## config.mk

```make
export PLATFORM = sky130hd
export DESIGN_NAME = key_stream_tx
export DESIGN_NICKNAME = d
export VERILOG_FILES = /design/src/rtl/key_stream_pkg.sv /design/src/rtl/key_shift_reg.sv /design/src/rtl/key_stream_tx.sv
export SDC_FILE = /design/constraint.sdc
export NUM_CORES = 1
export LEC_CHECK = 0
export BUFFER_PORTS_ARGS = -buffer_cell sky130_fd_sc_hd__buf_2
export CAP_MARGIN = 25
export CELL_PAD_IN_SITES_DETAIL_PLACEMENT = 1
export CELL_PAD_IN_SITES_GLOBAL_PLACEMENT = 1
export CORE_MARGIN = 5
export CORE_UTILIZATION = 37
export CTS_CLUSTER_DIAMETER = 150
export DETAILED_ROUTE_END_ITERATION = 12
export PLACE_DENSITY_LB_ADDON = 0.08
export RECOVER_POWER = 50
export SLEW_MARGIN = 20
export SYNTH_ARGS = -nofsm -noshare
export SYNTH_HDL_FRONTEND = slang
export SYNTH_SLANG_ARGS = --single-unit
```

## constraint.sdc

```tcl
create_clock -name clk -period 1.6 [get_ports clk]
set_input_delay 0.16 -clock clk [delete_from_list [all_inputs] [get_ports clk]]
set_output_delay 0.16 -clock clk [all_outputs]
set_load 0.005 [all_outputs]
```

## src/rtl/key_stream_pkg.sv

```systemverilog
// Shared types and helpers for the serial key transmitter.
// Holds the FSM state encoding and the key parity function.
package key_stream_pkg;

    typedef enum logic [2:0] {
        ST_IDLE = 3'd0,
        ST_LOAD = 3'd1,
        ST_SEND = 3'd2,
        ST_PAR  = 3'd3,
        ST_DONE = 3'd4
    } state_t;

    localparam int MAX_KEY_W = 64;

    // Even parity over a zero-extended key; the extension bits do not change the result.
    function automatic logic key_parity(input logic [MAX_KEY_W-1:0] v);
        return ^v;
    endfunction

endpackage

```

## src/rtl/key_shift_reg.sv

```systemverilog
// Key shift register: parallel load, LSB-first right shift on enable,
// and the parity of the loaded word held alongside it.
module key_shift_reg
    import key_stream_pkg::*;
#(
    parameter int W = 16
) (
    input  logic         i_clk,
    input  logic         i_rst_n,
    input  logic         i_load,
    input  logic         i_shift,
    input  logic [W-1:0] i_data,
    output logic         o_lsb,
    output logic         o_lsb_next,
    output logic         o_parity
);

    logic [W-1:0] r_data;
    logic         r_parity;

    always_ff @(negedge i_clk or negedge i_rst_n) begin
        if (!i_rst_n) begin
            r_data   <= '0;
            r_parity <= 1'b0;
        end else if (i_load) begin
            r_data   <= i_data;
            r_parity <= key_parity(MAX_KEY_W'(i_data));
        end else if (i_shift) begin
            r_data   <= {1'b0, r_data[W-1:1]};
        end
    end

    // Bit 1 is what bit 0 becomes after a shift, so the top can register key_bit ahead.
    assign o_lsb      = r_data[0];
    assign o_lsb_next = r_data[1];
    assign o_parity   = r_parity;

endmodule

```

## src/rtl/key_stream_tx.sv

```systemverilog
// Serial key transmitter: captures a parallel key on start and shifts it out
// LSB first under a valid/ready handshake, optionally followed by an even-parity bit.
module key_stream_tx
    import key_stream_pkg::*;
#(
    parameter int KEY_W     = 16,
    parameter int PARITY_EN = 1
) (
    input  logic                         clk,
    input  logic                         rst,
    input  logic [KEY_W-1:0]             key_word,
    input  logic                         start,
    input  logic                         abort,
    input  logic                         key_ready,
    output logic                         key_bit,
    output logic                         key_valid,
    output logic                         busy,
    output logic                         done,
    output logic [$clog2(KEY_W+1)-1:0]   bit_idx,
    output logic [2:0]                   dbg_state
);

    localparam int             IW       = $clog2(KEY_W + 1);
    localparam logic [IW-1:0]  LAST_IDX = IW'(KEY_W - 1);

    state_t          r_state, w_next;
    logic [IW-1:0]   r_idx, w_idx_next;
    logic            w_load, w_shift;
    logic            w_lsb, w_lsb_next, w_parity;

    logic            r_key_bit, r_key_valid, r_busy, r_done;
    logic [IW-1:0]   r_bit_idx;
    logic            w_bit_n, w_valid_n, w_busy_n, w_done_n;
    logic [IW-1:0]   w_idx_n;

    key_shift_reg #(.W(KEY_W)) u_shift (
        .i_clk      (clk),
        .i_rst_n    (rst),
        .i_load     (w_load),
        .i_shift    (w_shift),
        .i_data     (key_word),
        .o_lsb      (w_lsb),
        .o_lsb_next (w_lsb_next),
        .o_parity   (w_parity)
    );

    // Handshake: a bit moves on a falling edge where key_valid && key_ready; while
    // key_valid && !key_ready, key_bit and bit_idx hold indefinitely. abort beats key_ready.
    always_comb begin
        w_next     = r_state;
        w_load     = 1'b0;
        w_shift    = 1'b0;
        w_idx_next = r_idx;
        case (r_state)
            ST_IDLE: begin
                if (start) begin
                    w_next     = ST_LOAD;
                    w_load     = 1'b1;
                    w_idx_next = '0;
                end
            end
            ST_LOAD: w_next = abort ? ST_IDLE : ST_SEND;
            ST_SEND: begin
                if (abort) begin
                    w_next = ST_IDLE;
                end else if (key_ready) begin
                    w_shift    = 1'b1;
                    w_idx_next = r_idx + 1'b1;
                    if (r_idx == LAST_IDX) begin
                        w_next = (PARITY_EN != 0) ? ST_PAR : ST_DONE;
                    end
                end
            end
            ST_PAR: begin
                if (abort) begin
                    w_next = ST_IDLE;
                end else if (key_ready) begin
                    w_next = ST_DONE;
                end
            end
            ST_DONE: w_next = ST_IDLE;
            default: w_next = ST_IDLE;
        endcase
        if (w_next == ST_IDLE) begin
            w_idx_next = '0;
        end

        // Outputs are decoded from the next state so they can be registered directly.
        w_valid_n = (w_next == ST_SEND) || (w_next == ST_PAR);
        w_busy_n  = w_valid_n || (w_next == ST_LOAD);
        w_done_n  = (w_next == ST_DONE);
        w_idx_n   = w_valid_n ? w_idx_next : '0;
        w_bit_n   = 1'b0;
        if (w_next == ST_SEND) begin
            w_bit_n = w_shift ? w_lsb_next : w_lsb;
        end else if (w_next == ST_PAR) begin
            w_bit_n = w_parity;
        end
    end

    always_ff @(negedge clk or negedge rst) begin
        if (!rst) begin
            r_state     <= ST_IDLE;
            r_idx       <= '0;
            r_key_bit   <= 1'b0;
            r_key_valid <= 1'b0;
            r_busy      <= 1'b0;
            r_done      <= 1'b0;
            r_bit_idx   <= '0;
        end else begin
            r_state     <= w_next;
            r_idx       <= w_idx_next;
            r_key_bit   <= w_bit_n;
            r_key_valid <= w_valid_n;
            r_busy      <= w_busy_n;
            r_done      <= w_done_n;
            r_bit_idx   <= w_idx_n;
        end
    end

    assign key_bit   = r_key_bit;
    assign key_valid = r_key_valid;
    assign busy      = r_busy;
    assign done      = r_done;
    assign bit_idx   = r_bit_idx;
    assign dbg_state = r_state;

endmodule

```

**After elaboration in Yosys (flattened, before gate mapping)**

Index checks and enable logic that the tools add are counted.

- Register bits after elaboration: 34
- Input port bits: 21
- Output and inout port bits: 12
- Logic and storage cells: 48

- Add/sub/neg operators: 1
- Equality and inequality tests: 8
- Multiplexer cells: 24
- Reduce and logical (&&, ||, !) cells: 6

Operator list:

| kind | number |
|---|---|
| parity 64 bit | 1 |
| two-way mux 16 bit | 2 |
| two-way mux 5 bit | 5 |
| two-way mux 3 bit | 6 |
| equality test 3 x 2 -> 1 bit, second input constant | 4 |
| one-hot mux 3 bit (4 select lines) | 1 |
| one-hot mux 5 bit (2 select lines) | 1 |
| two-way mux 1 bit | 8 |
| equality test 3 x 1 -> 1 bit, second input constant | 2 |
| logical NOT 3 bit | 2 |
| adder 5 x 1 -> 5 bit, second input constant | 1 |
| equality test 5 x 4 -> 1 bit, second input constant | 1 |
| equality test 3 bit, second input constant | 1 |
| logical OR 1 bit | 2 |
| two-way mux 2 bit | 1 |
| nonzero test 2 bit | 1 |

**Logic depth before layout (Yosys ltp)**

- Word-level depth: 8
- Gate-level depth with buffers: 8
- Gate-level depth less buffers: 8

**Modules after synthesis**

Synthesis repeated with hierarchy kept, for this count alone.

- Cells, all modules: 154
- Area total of the unflattened synthesis: 1646.6 µm²

By module, submodules not included:

| module | times used | cells each | area an instance (µm²) | seq. area each (µm²) |
|---|---|---|---|---|
| key_shift_reg | 1 | 87 | 883.3 | 425.4 |
| key_stream_tx | 1 | 67 | 763.2 | 425.4 |

==> results.md <==
* Setup crit end kind: register
* Sequential share of the synthesized area at 52.3%
* Final Util at between 50% and 60%
* Top post-synthesis cells by area: dfrtn_1, mux2i_1, xnor2_1
* GRT busiest layer: met2
* Starting Density at between 30 and 40%
* Status: finished, violations left
* Reg2reg end: key_bit
* GRT Total Usage at 14.6%
* Routed WL at approximately 4.1 mm
* First-pass GRT wire length at about 7 mm
* Pre-antenna DRT Iters at 4
* Switching share of power at a little over a quarter
* Mux cell area share after synthesis at approximately a tenth
* Routed WL per cell at between 10 and 15 um
* Inserted Diodes at 0
* Arrival @ worst endpoint at between 1 and 1.5 ns
* DR iter-0 viols at 24
* Post-route setup slack at -0.209 ns
* Register area at 851 um^2
* CTS tree: yes
* Reg-to-Reg Start: r_idx[1]
* DP Wirelength at about 2.9 mm
* Fin Setup TNS at -4.85 ns
* Routed vias/inst at ~4.8
* Yosys top cell area share at 52.3%
* RSZ-0062 raised after global routing: yes
* Clk sinks at 34
* CP Launch Point: abort
* Fin cells at 273
* Critical path required time at ~0.94 ns
* Max-slew violations at 0
* R2r setup slk at -0.11 ns
* Largest net degree at the start of global routing at 35
* Worst-Margin Slew at about 0.85 ns
* Worst-Skew Late Latency at 0.29 ns
* IO Count at 33
* Crit Path Category: primary input to register
* Initial antenna violation count at 0
* Area grow syn2layout at 54.6%
* Reg2Reg Depth at 8
* Min-delay worst type: register to register
* Num rows at 24
* Via count at roughly 1300
* Area of the multi-input gates at a little over 900 um^2
* Critical path startpoint category: primary input
* Final-layout fill cell count at about 470
* Die area at between 5000 and 6000 um^2
* Met3 Usage GRT at 4.14%
* Clock Root Buffer: clkbuf_8
* Die height at around 76 um
* Power, Total at about 0.0026 W
* LEAKAGE at 1.28 nW
* Synthesis warning total at 0
* Synth Net Count at roughly 180
* Avg Inst Size Synth at roughly 11 um^2
* Post-synthesis cell type count at 29
* Top FF cell, synth: dfrtn_1
* GR Util met2 at between 20% and 30%
* Vias in the first global route at around 1500
* Clock Power Share at a little under a third
* Compound-cell area share of the yosys netlist at under 10%
* Layout cells sized above 1 at 47.5%
* Register share of total power at between 40% and 50%
* CTS H-tree lvls at 2
* Worst VDD drop at roughly 0.58 mV
* Post-synth top area cell: dfrtn_1
* Int Power at roughly 0.0019 W
* Post-route clock skew at between 0.003 and 0.004 ns
* Max cap viols at 0
* Relative slew slack at a little over two fifths
* Post-synth EDFFs at 0
* Final setup vio count at between 40 and 50
* Power per cell area at ~1000 nW/um^2
* Violated checks: negative setup slack
* Clk buf depth at 2
* Gate Count Post-Synth at 154
* Placed cell count at 257
* Largest family of logic cells by synthesized area: simple AND/OR/NAND/NOR gates
* Post-Synth Simple-Gate Area at 12.9%
* Nets at approximately 240
* RD Place Congestion at approximately 0.9
* NetSw at approximately 0.00071 W
* Final ANT Viol Nets at 0
* Remaining DRCs at 0
* Final Hold Fails at 0
* XOR/XNOR Fraction of Synth Area at a little under a tenth
* GRT met1 Usage at between 15 and 20%
* Comb power frac at between 20% and 30%
* Reg clk slew, reported paths at approximately 0.050 ns
* Synthesis-stage register bit count at 34
* Async SR Flop Fraction at 100%
* CTS Buf Count at 5
* Total global routing overflow at 0
* Die width at between 70 and 80 um
* Critical Path End: r_idx[3]
* Worst-path fanout max at 4
* Adder-cell share of the synthesized area at approximately 1.5%
* Synthesized area at between 1500 and 2000 um^2
* I/O Buffers at 32
* Core area at approximately 4300 um^2
==> power by group through the flow <==
| stage | clock network, W | logic [W] | registers [W] |
|---|---|---|---|
| after floorplan | 0 | 0.000352 | 0.00111 |
| after global placement | 0 | 0.000542 | 0.00112 |
| after detailed placement | 0 | 0.000561 | 0.00113 |
| after CTS | 0.000821 | 0.000661 | 0.00111 |
| after global routing | 0.000856 | 0.000766 | 0.00113 |
| final | 0.000804 | 0.000684 | 0.00111 |
==> logic make-up (layout without fill, tap and decap cells) <==
family / after synthesis / in the layout
adders and majority gates: 2 / 2
and+or+nand+nor: 45 / 45
AOI/OAI and AO/OA: 26 / 26
buffers and inverters: 13 / 80
muxes: 17 / 17
DFF: 34 / 34
xor gates and xnor gates: 17 / 17
==> stage by stage <==
step | area (um^2) | hold slack [ns] | worst slack [ns]
2_1_floorplan | 1660 | 0.413 | -0.353
3_3_place_gp | 2060 | 0.436 | -0.478
3_5_place_dp | 2060 | 0.462 | -0.515
4_1_cts | 2430 | 0.466 | -0.189
5_1_grt | 2520 | 0.496 | -0.252
6_report | 2520 | 0.464 | -0.209
==> what timing repair did <==
action | CTS | global route
hold buffers | 0 | 0
setup buffers | 6 | 3
endpoints found under the setup margin | 42 | 43
resized for setup | 45 | 14
pin swaps | 21 | 9
==> worst min-delay path by stage <==
stage,start,to,cells after the start
6_report,u_shift.o_parity,u_shift.o_parity,2
5_1_grt,u_shift.o_parity,u_shift.o_parity,2
4_1_cts,u_shift.o_parity,u_shift.o_parity,2
3_5_place_dp,u_shift.o_parity,u_shift.o_parity,2
3_3_place_gp,u_shift.o_parity,u_shift.o_parity,2
2_1_floorplan,u_shift.o_parity,u_shift.o_parity,2
==> placed cells by master, fill, tap and decap left out, drive strengths merged, types with 3 or more instances in the layout <==
master	instances
inv	6
clkbuf	7
dfrtn	34
nor2	15
xnor2	14
nand3	4
mux2i	16
buf	66
xor2	3
o21ai	18
nand2	19
==> layout make-up <==
class | instances | area share [%]
inverters | 6 | 0.895
clock buffers | 6 | 3.28
flip-flops and latches | 34 | 33.8
multi-input cells | 107 | 36.8
well taps | 52 | 2.59
repair buffers | 67 | 21.4
clock inverters | 1 | 1.19
==> critical path, cell delays in order <==
cell and delay [ns]:
buf_6 0.09, and2b_2 0.23, nand3_4 0.10, buf_4 0.16, o211ai_2 0.15, o31ai_2 0.09, a21boi_2 0.16
==> layer usage <==
metal | wire (um) | vias up
met5 | 0 | -
met4 | 30 | 0
met3 | 191 | 4
met2 | 2130 | 34
met1 | 1720 | 637
li1 | - | 643
==> synth_stat cells (2+ instances only) <==
master    number
dfrtn_1       34
clkbuf_1       3
nor2_1        15
and2_1         2
buf_6          2
nand2_1       19
nand3_1        4
o21ai_1        5
mux2i_1       16
o21ai_0       13
ha_1           2
buf_2          2
xor2_1         3
inv_1          6
xnor2_1       14
==> flip-flops by register name, summed over array words and instances, names as in the netlist <==
name,cells
done,1
bit_idx,5
busy,1
key_bit,1
key_valid,1
u_shift.o_parity,1
dbg_state,3
r_idx,5
u_shift.r_data,16
(Power assumes the default switching activity.)
